===== config.mk =====
export PLATFORM = sky130hd
export DESIGN_NAME = mem_port_arbiter
export DESIGN_NICKNAME = d
export VERILOG_FILES = /design/src/rtl/mem_port_arbiter_pkg.sv /design/src/rtl/mem_port_arbiter_rr_pick.sv /design/src/rtl/mem_port_arbiter.sv
export SDC_FILE = /design/constraint.sdc
export NUM_CORES = 1
export LEC_CHECK = 0
export CORE_MARGIN = 4
export CORE_UTILIZATION = 36
export DETAILED_ROUTE_END_ITERATION = 10
export PLACE_DENSITY = 0.86
export SLEW_MARGIN = 0
export SYNTH_ARGS = -nofsm -noshare
export SYNTH_HDL_FRONTEND = slang
export SYNTH_SLANG_ARGS = --single-unit

===== constraint.sdc =====
create_clock -name clk -period 1.36 [get_ports clk]
set_input_delay 0.204 -clock clk [delete_from_list [all_inputs] [get_ports clk]]
set_output_delay 0.204 -clock clk [all_outputs]
set_load 0.01 [all_outputs]

===== src/rtl/mem_port_arbiter_pkg.sv =====
// Shared definitions for the memory-port arbiter: FSM encoding and default widths.
package mem_port_arbiter_pkg;

  localparam int CORE_COUNT_DEF = 2;
  localparam int ADDR_WIDTH_DEF = 12;
  localparam int REG_WIDTH_DEF  = 12;

  typedef enum logic [1:0] {
    IDLE  = 2'd0,
    ISSUE = 2'd1,
    WAIT  = 2'd2
  } arb_state_t;

  // Width of a core index; a single core still gets a 1-bit index.
  function automatic int idx_width(input int n);
    return (n > 1) ? $clog2(n) : 1;
  endfunction

endpackage


===== src/rtl/mem_port_arbiter_rr_pick.sv =====
// Round-robin pick: first requesting core at or after last_grant+1 (mod core_count).
// Combinational, zero latency; no backpressure of its own.
module rr_pick
  import mem_port_arbiter_pkg::*;
#(
  parameter int core_count = CORE_COUNT_DEF
) (
  input  logic [core_count-1:0]            req,
  input  logic [idx_width(core_count)-1:0] last_grant,
  output logic [idx_width(core_count)-1:0] grant,
  output logic                             valid
);

  localparam int gw = idx_width(core_count);

  logic [gw-1:0] cand;

  always_comb begin
    grant = '0;
    valid = 1'b0;
    cand  = '0;
    for (int i = 0; i < core_count; i++) begin
      cand = gw'((int'(last_grant) + 1 + i) % core_count);
      if (!valid && req[cand]) begin
        grant = cand;
        valid = 1'b1;
      end
    end
  end

endmodule


===== src/rtl/mem_port_arbiter.sv =====
// Shares one single-port data RAM among core_count cores, round-robin, one access per 3 cycles.
// Latency 3 cycles req-to-ack; backpressure: each core holds req until its one-cycle ack.
module mem_port_arbiter
  import mem_port_arbiter_pkg::*;
#(
  parameter int core_count = CORE_COUNT_DEF,
  parameter int addr_width = ADDR_WIDTH_DEF,
  parameter int reg_width  = REG_WIDTH_DEF
) (
  input  logic                             clk,
  input  logic                             reset,
  input  logic [core_count-1:0]            req,
  input  logic [core_count-1:0]            we,
  input  logic [addr_width*core_count-1:0] address,
  input  logic [reg_width*core_count-1:0]  wdata,
  output logic [core_count-1:0]            ack,
  output logic [reg_width*core_count-1:0]  rdata,
  output logic [addr_width-1:0]            ram_addr,
  output logic [reg_width-1:0]             ram_din,
  output logic                             ram_wren,
  input  logic [reg_width-1:0]             ram_q
);

  localparam int gw = idx_width(core_count);

  arb_state_t      state, state_nxt;
  logic [gw-1:0]   last_grant, grant_q, pick_idx;
  logic            pick_vld, lat_we;
  logic [core_count-1:0] ack_q;

  rr_pick #(.core_count(core_count)) u_rr_pick (
    .req       (req),
    .last_grant(last_grant),
    .grant     (pick_idx),
    .valid     (pick_vld)
  );

  always_comb begin
    state_nxt = state;
    case (state)
      IDLE:    if (pick_vld) state_nxt = ISSUE;
      ISSUE:   state_nxt = WAIT;
      WAIT:    state_nxt = IDLE;
      default: state_nxt = IDLE;
    endcase
  end

  always_ff @(posedge clk) begin
    if (reset) begin
      state      <= IDLE;
      ack_q      <= '0;
      ram_wren   <= 1'b0;
      ram_addr   <= '0;
      ram_din    <= '0;
      rdata      <= '0;
      last_grant <= gw'(core_count - 1);
      grant_q    <= '0;
      lat_we     <= 1'b0;
    end else begin
      state    <= state_nxt;
      ram_wren <= 1'b0;
      ack_q    <= '0;
      case (state)
        IDLE: begin
          // RAM-side registers are loaded here so they are valid for the whole ISSUE cycle.
          if (pick_vld) begin
            grant_q  <= pick_idx;
            lat_we   <= we[pick_idx];
            ram_wren <= we[pick_idx];
            ram_addr <= address[int'(pick_idx)*addr_width +: addr_width];
            ram_din  <= wdata[int'(pick_idx)*reg_width +: reg_width];
          end
        end
        ISSUE: ack_q[grant_q] <= 1'b1;
        WAIT: begin
          if (!lat_we) rdata[int'(grant_q)*reg_width +: reg_width] <= ram_q;
          last_grant <= grant_q;
        end
        default: ;
      endcase
    end
  end

  // A reset landing in the WAIT cycle abandons the access, so the pulse is suppressed too.
  assign ack = ack_q & ~{core_count{reset}};

endmodule


## Word-level counts from Yosys, hierarchy flattened

Index checks and enable logic that the tools add are counted.

- Register bits after elaboration: 56

- Add/sub/neg operators: 3
- Multiply operators: 2
- Order comparisons: 5
- Eq/ne operators: 3
- Shift-type cells: 4
- Mux-type cells: 15
- Bitwise logic cells: 6
- Reductions and logical operators: 8

Operators by type and width:

| operator | number |
|---|---|
| negation 5 -> 33 bit | 1 |
| variable shift 12 x 33 -> 24 bit, first input constant | 1 |
| variable part select 12 x 33 -> 24 bit | 1 |
| variable part select 24 x 32 -> 12 bit | 1 |
| bitwise mux 24 bit | 1 |
| variable part select 24 x 6 -> 12 bit | 1 |
| 2-to-1 mux 1 bit | 11 |
| less-than comparator 1 x 2 -> 1 bit, second input constant | 4 |
| multiplier 1 x 2 -> 3 bit, second input constant | 2 |
| NOT 1 bit | 4 |
| one-hot mux 2 bit (2 select lines) | 1 |
| AND reduction 2 bit | 2 |
| OR reduction 3 bit | 1 |
| adder 1 bit, second input constant | 2 |
| AND 2 bit | 1 |
| equality test 2 x 1 -> 1 bit, second input constant | 1 |
| equality test 2 bit, second input constant | 1 |
| logical AND 1 bit | 2 |
| zero test 2 bit | 1 |
| 2-to-1 mux 2 bit | 1 |
| != test 2 bit, second input constant | 1 |
| NOT 2 bit | 1 |
| OR reduction 2 bit | 1 |
| demux 1 bit (select 1 bit) | 1 |
| other kinds (2) | 2 |

## Depth between registers and ports, before layout

- Word-level depth: 9
- Mapped depth: 6
- Depth with buffers taken out: 3

## By module

From an unflattened synthesis, not the netlist that was laid out.

- Cell total of the unflattened synthesis: 215
- Area total of the unflattened synthesis: 2123.3 µm²

Modules (own cells, without submodules):

| module | times used | cells each | area an instance (µm²) | seq. area each (µm²) |
|---|---|---|---|---|
| mem_port_arbiter | 1 | 213 | 2109.5 | 1121.1 |
| rr_pick | 1 | 2 | 13.8 | 0.0 |

## Worst setup path after synthesis

No wires, ideal clock.

- Path kind: register -> register
- Start: reg state[0]
- End: reg rdata[10]
- Setup time: 0.135 ns
- Arrival time: 1.176 ns
- Setup slack: 0.048 ns
- Cell stages (with the launch flop): 5
- Buffers on the path: 1
- Cells stage by stage: dfxtp_1 or4b_1 buf_2 nand2_1 a21oi_1

- Cells in the longest elaborated chain, start to end: 2

RTL lines:

| element | line | source |
|---|---|---|
| from (decl) | mem_port_arbiter.sv:26 | `arb_state_t state, state_nxt;` |
| from (signal assigned) | mem_port_arbiter.sv:60 | `state <= state_nxt;` |
| equality test 2 bit | mem_port_arbiter.sv:63 | `case (state)` |
| AND reduction 2 bit (no source line) | n/a |  |
| to (signal, indexed assignment) | mem_port_arbiter.sv:76 | `if (!lat_we) rdata[int'(grant_q)*reg_width +: reg_width] <= ram_q;` |
| to (decl) | mem_port_arbiter.sv:17 | `output logic [reg_width*core_count-1:0] rdata,` |

No other way between the ends.
A chain may end at the register's enable or synchronous reset.

## Final worst setup path

- Start: reg state[0]
- End: reg ram_addr[11]

- Cells in the longest elaborated chain, start to end: 2

RTL lines:

| element | line | source |
|---|---|---|
| zero test 2 bit | mem_port_arbiter.sv:63 |  |
| AND reduction 2 bit (no source line) | n/a |  |
| to (signal assigned) | mem_port_arbiter.sv:70 | `ram_addr <= address[int'(pick_idx)*addr_width +: addr_width];` |
| to (decl) | mem_port_arbiter.sv:18 | `output logic [addr_width-1:0] ram_addr,` |

No other way between the ends.

==> metrics.txt <==
final critical path time including I/O delays and setup 1.30 ns; overall power consumption 4.01 mW; count of maximum capacitance violations 0; count of standard-cell rows 29; horizontal die dimension 89.5 um; per-instance average area after synthesis 8.74 sq um; final cell area excluding filler cells 3760 sq um; Post-synth top flop dfxtp_1; achievable frequency 768 MHz; maximum clock skew at final layout 0.00856 ns; number of synthesized register bits 56; Final Routed Wirelength 7160 um; wire length per cell after detailed routing 15.3 um; post-route non-filler standard cell count 467; signed area change from the synthesized netlist to the final layout 57.2%; GRT Resource Usage Total around 18%; starting utilization of the core area 37.5%; Layout Nets about 460; Fin Setup TNS 0 ns; cell type with the largest total area after synthesis dfxtp_1; WP data arrival 1.53 ns; unique cell type count in the Yosys netlist 27; setup repair after global routing missed its margin false; via-per-instance ratio 5.17; clock buffer count from CTS 5; buffers added on ports 116; H-tree depth reported by CTS 2; worst path bufs/invs 2; number of placed instances, taps included 457; CP max-delay cell dfxtp_1; residual overflow from global routing 0; vias in the first global route 2425; required time at the endpoint of the critical path 1.59 ns; # clock sinks 56; height of the die 89.5 um; clock slew seen by the registers of the worst setup and hold paths ~0.10 ns; chain of cells forming the critical path buf_4 > nor2_4 > clkbuf_4 > a21oi_1 > a311oi_2; DRC violation count after routing 0; largest net degree at the start of global routing 31; async set or reset register ratio after synthesis 0%; wire length of the first global-routing pass 11200 um; proportion of synthesized chip area in sequential cells 46.8%; power per cell area roughly 1100 nW/um^2; ranking of synthesized cells by instance count nand2_1 (98), dfxtp_1 (56), a21oi_1 (50); number of antenna violations at the first check in global routing 0; root cell of the clock tree clkbuf_8; status completed; Max transition margin 71.5%; clk buf depth 2; synthesized instance count between 200 and 300; Post-CTS Repair Setup Buffers 0; detailed-placement wirelength estimate 5180 um; path type of the worst min-delay path in2reg; Detail Route Antenna Nets 0; Syn Nets 340; Max rail drop VDD between 0.6 and 0.7 mV; endpoint type of the worst setup path flip-flop; clock insertion delay at the later pin of the skew report 0.31 ns; CTS tree done; setup violation total in the final timing report 0; area enclosed by the die boundary 8020 sq um; cell family contributing the most delay on the critical path buffers and inverters; slew at the pin closest to its max-slew limit 0.428 ns; final number of hold-violating endpoints 0; biggest fanout along the worst timing path 9; number of warnings reported in the yosys synthesis log 0; Leakage 1.57 nW; dominant cell by count in the synthesized netlist nand2_1; fraction of the cycle the final worst path needs 95.7%; type of element launching the critical path flip-flop; Synth area leaders dfxtp_1 (47%), nand2_1 (15%), a311oi_2 (12%), a21oi_1 (10%), a311oi_1 (1.8%); number of DRC markers in iteration 0 96; core outline area 6390 sq um; I/O Pins between 100 and 150; number of antenna repair diodes 0; count of flip-flops with a built-in enable after synthesis 0; layout cell share with drive strength beyond 1 ~14%; last weighted congestion value of the routability-driven placer 0.824; worst setup path category reg2reg; via count between 2000 and 2500; number of max-slew violations in the final report 0; placed cell areas 3650 sq um; area of the mapped netlist 2390 sq um; area share of the largest cell type after synthesis a little under half; first-pass detailed-route iteration total 4; peak per-stage delay on the critical path approximately 0.33 ns
==> layer usage <==
metal  wire, um  global-route usage [%]  vias up  share of wire (%)
li1           -                       -     1180                  -
met1       2870                    20.8     1103                 40
met2       3490                    31.4      126                 49
met3        757                    6.36        6                 11
met4         38                    3.38        0               0.53
met5          0                       0        -                  0
==> worst min-delay path, delay by kind of cell <==
kind | cells | cell delay [ns]
compound gates | 1 | 0.06
buf+inv | 2 | 0.39
==> layout by cell type, fill, tap and decap left out, drive strengths merged, types with 2 or more instances in the layout <==
master and instances:
buf 15, clkdlybuf4s50 64, dlygate4sd2 51, clkbuf 6, a21oi 50, a21bo 2, a311oi 24, dfxtp 56
nand2 98, bufinv 2, nor2b 5, nor2 2, and2 3
==> flip-flops by register name (all words and copies together) (netlist names) <==
name,cells
grant_q,1
ram_wren,1
state,2
ram_din,12
rdata,24
ram_addr,12
ack_q,2
lat_we,1
last_grant,1
==> logic make-up (layout without fill, tap and decap cells) <==
family | Yosys count | in the layout | share of synthesized area, %
compound gates | 79 | 79 | 26.4
simple gates | 114 | 115 | 20.4
buf+inv | 24 | 139 | 5.91
mux | 1 | 1 | 0.418
flops | 56 | 56 | 46.8
==> repair_timing <==
action                     in CTS  in global routing
resized for setup              53                  7
hold buffers                    0                  0
hold endpoints to repair        0                  0
cloned                          1                  1
pin swaps                       1                  0
setup endpoints to repair      75                 37
==> report_power, final <==
group / internal, mW / switching (mW) / leakage [nW]
Combinational: 0.473 / 0.428 / 1.04
Sequential: 1.75 / 0.0660 / 0.460
Clock: 0.741 / 0.549 / 0.0687
Total: 2.97 / 1.04 / 1.57
==> final cells by class <==
cell class              count  area [sq um]
flip-flops and latches     56          1120
clock inverters             3          68.8
repair buffers            131          1250
fillers                   581          2620
clock buffers               5          68.8
multi-input cells         195          1150
well taps                  77          96.3
==> metrics by stage <==
| step | utilization, % | setup slack [ns] | hold slack [ns] |
|---|---|---|---|
| floorplan | - | 0.0485 | 0.295 |
| global placement | 57.2 | -0.248 | 0.443 |
| detailed placement | 57.2 | -0.284 | 0.452 |
| CTS | 58.5 | 0.00541 | 0.364 |
| global route | 58.9 | 0.00425 | 0.387 |
| finish | 58.9 | 0.0580 | 0.385 |
==> worst paths after layout <==
check,from,end,slack [ns],cells after the start
min reg2reg,rdata[19]$_SDFFE_PP0P_,rdata[19]$_SDFFE_PP0P_,0.46,2
max reg2reg,state[0]$_SDFFE_PP0P_,ram_addr[11]$_SDFFE_PP0P_,0.06,5
max,state[0]$_SDFFE_PP0P_,ram_addr[11]$_SDFFE_PP0P_,0.06,5
min,reset,rdata[21]$_SDFFE_PP0P_,0.38,3
No activity file was read; power rests on OpenSTA's default activity.
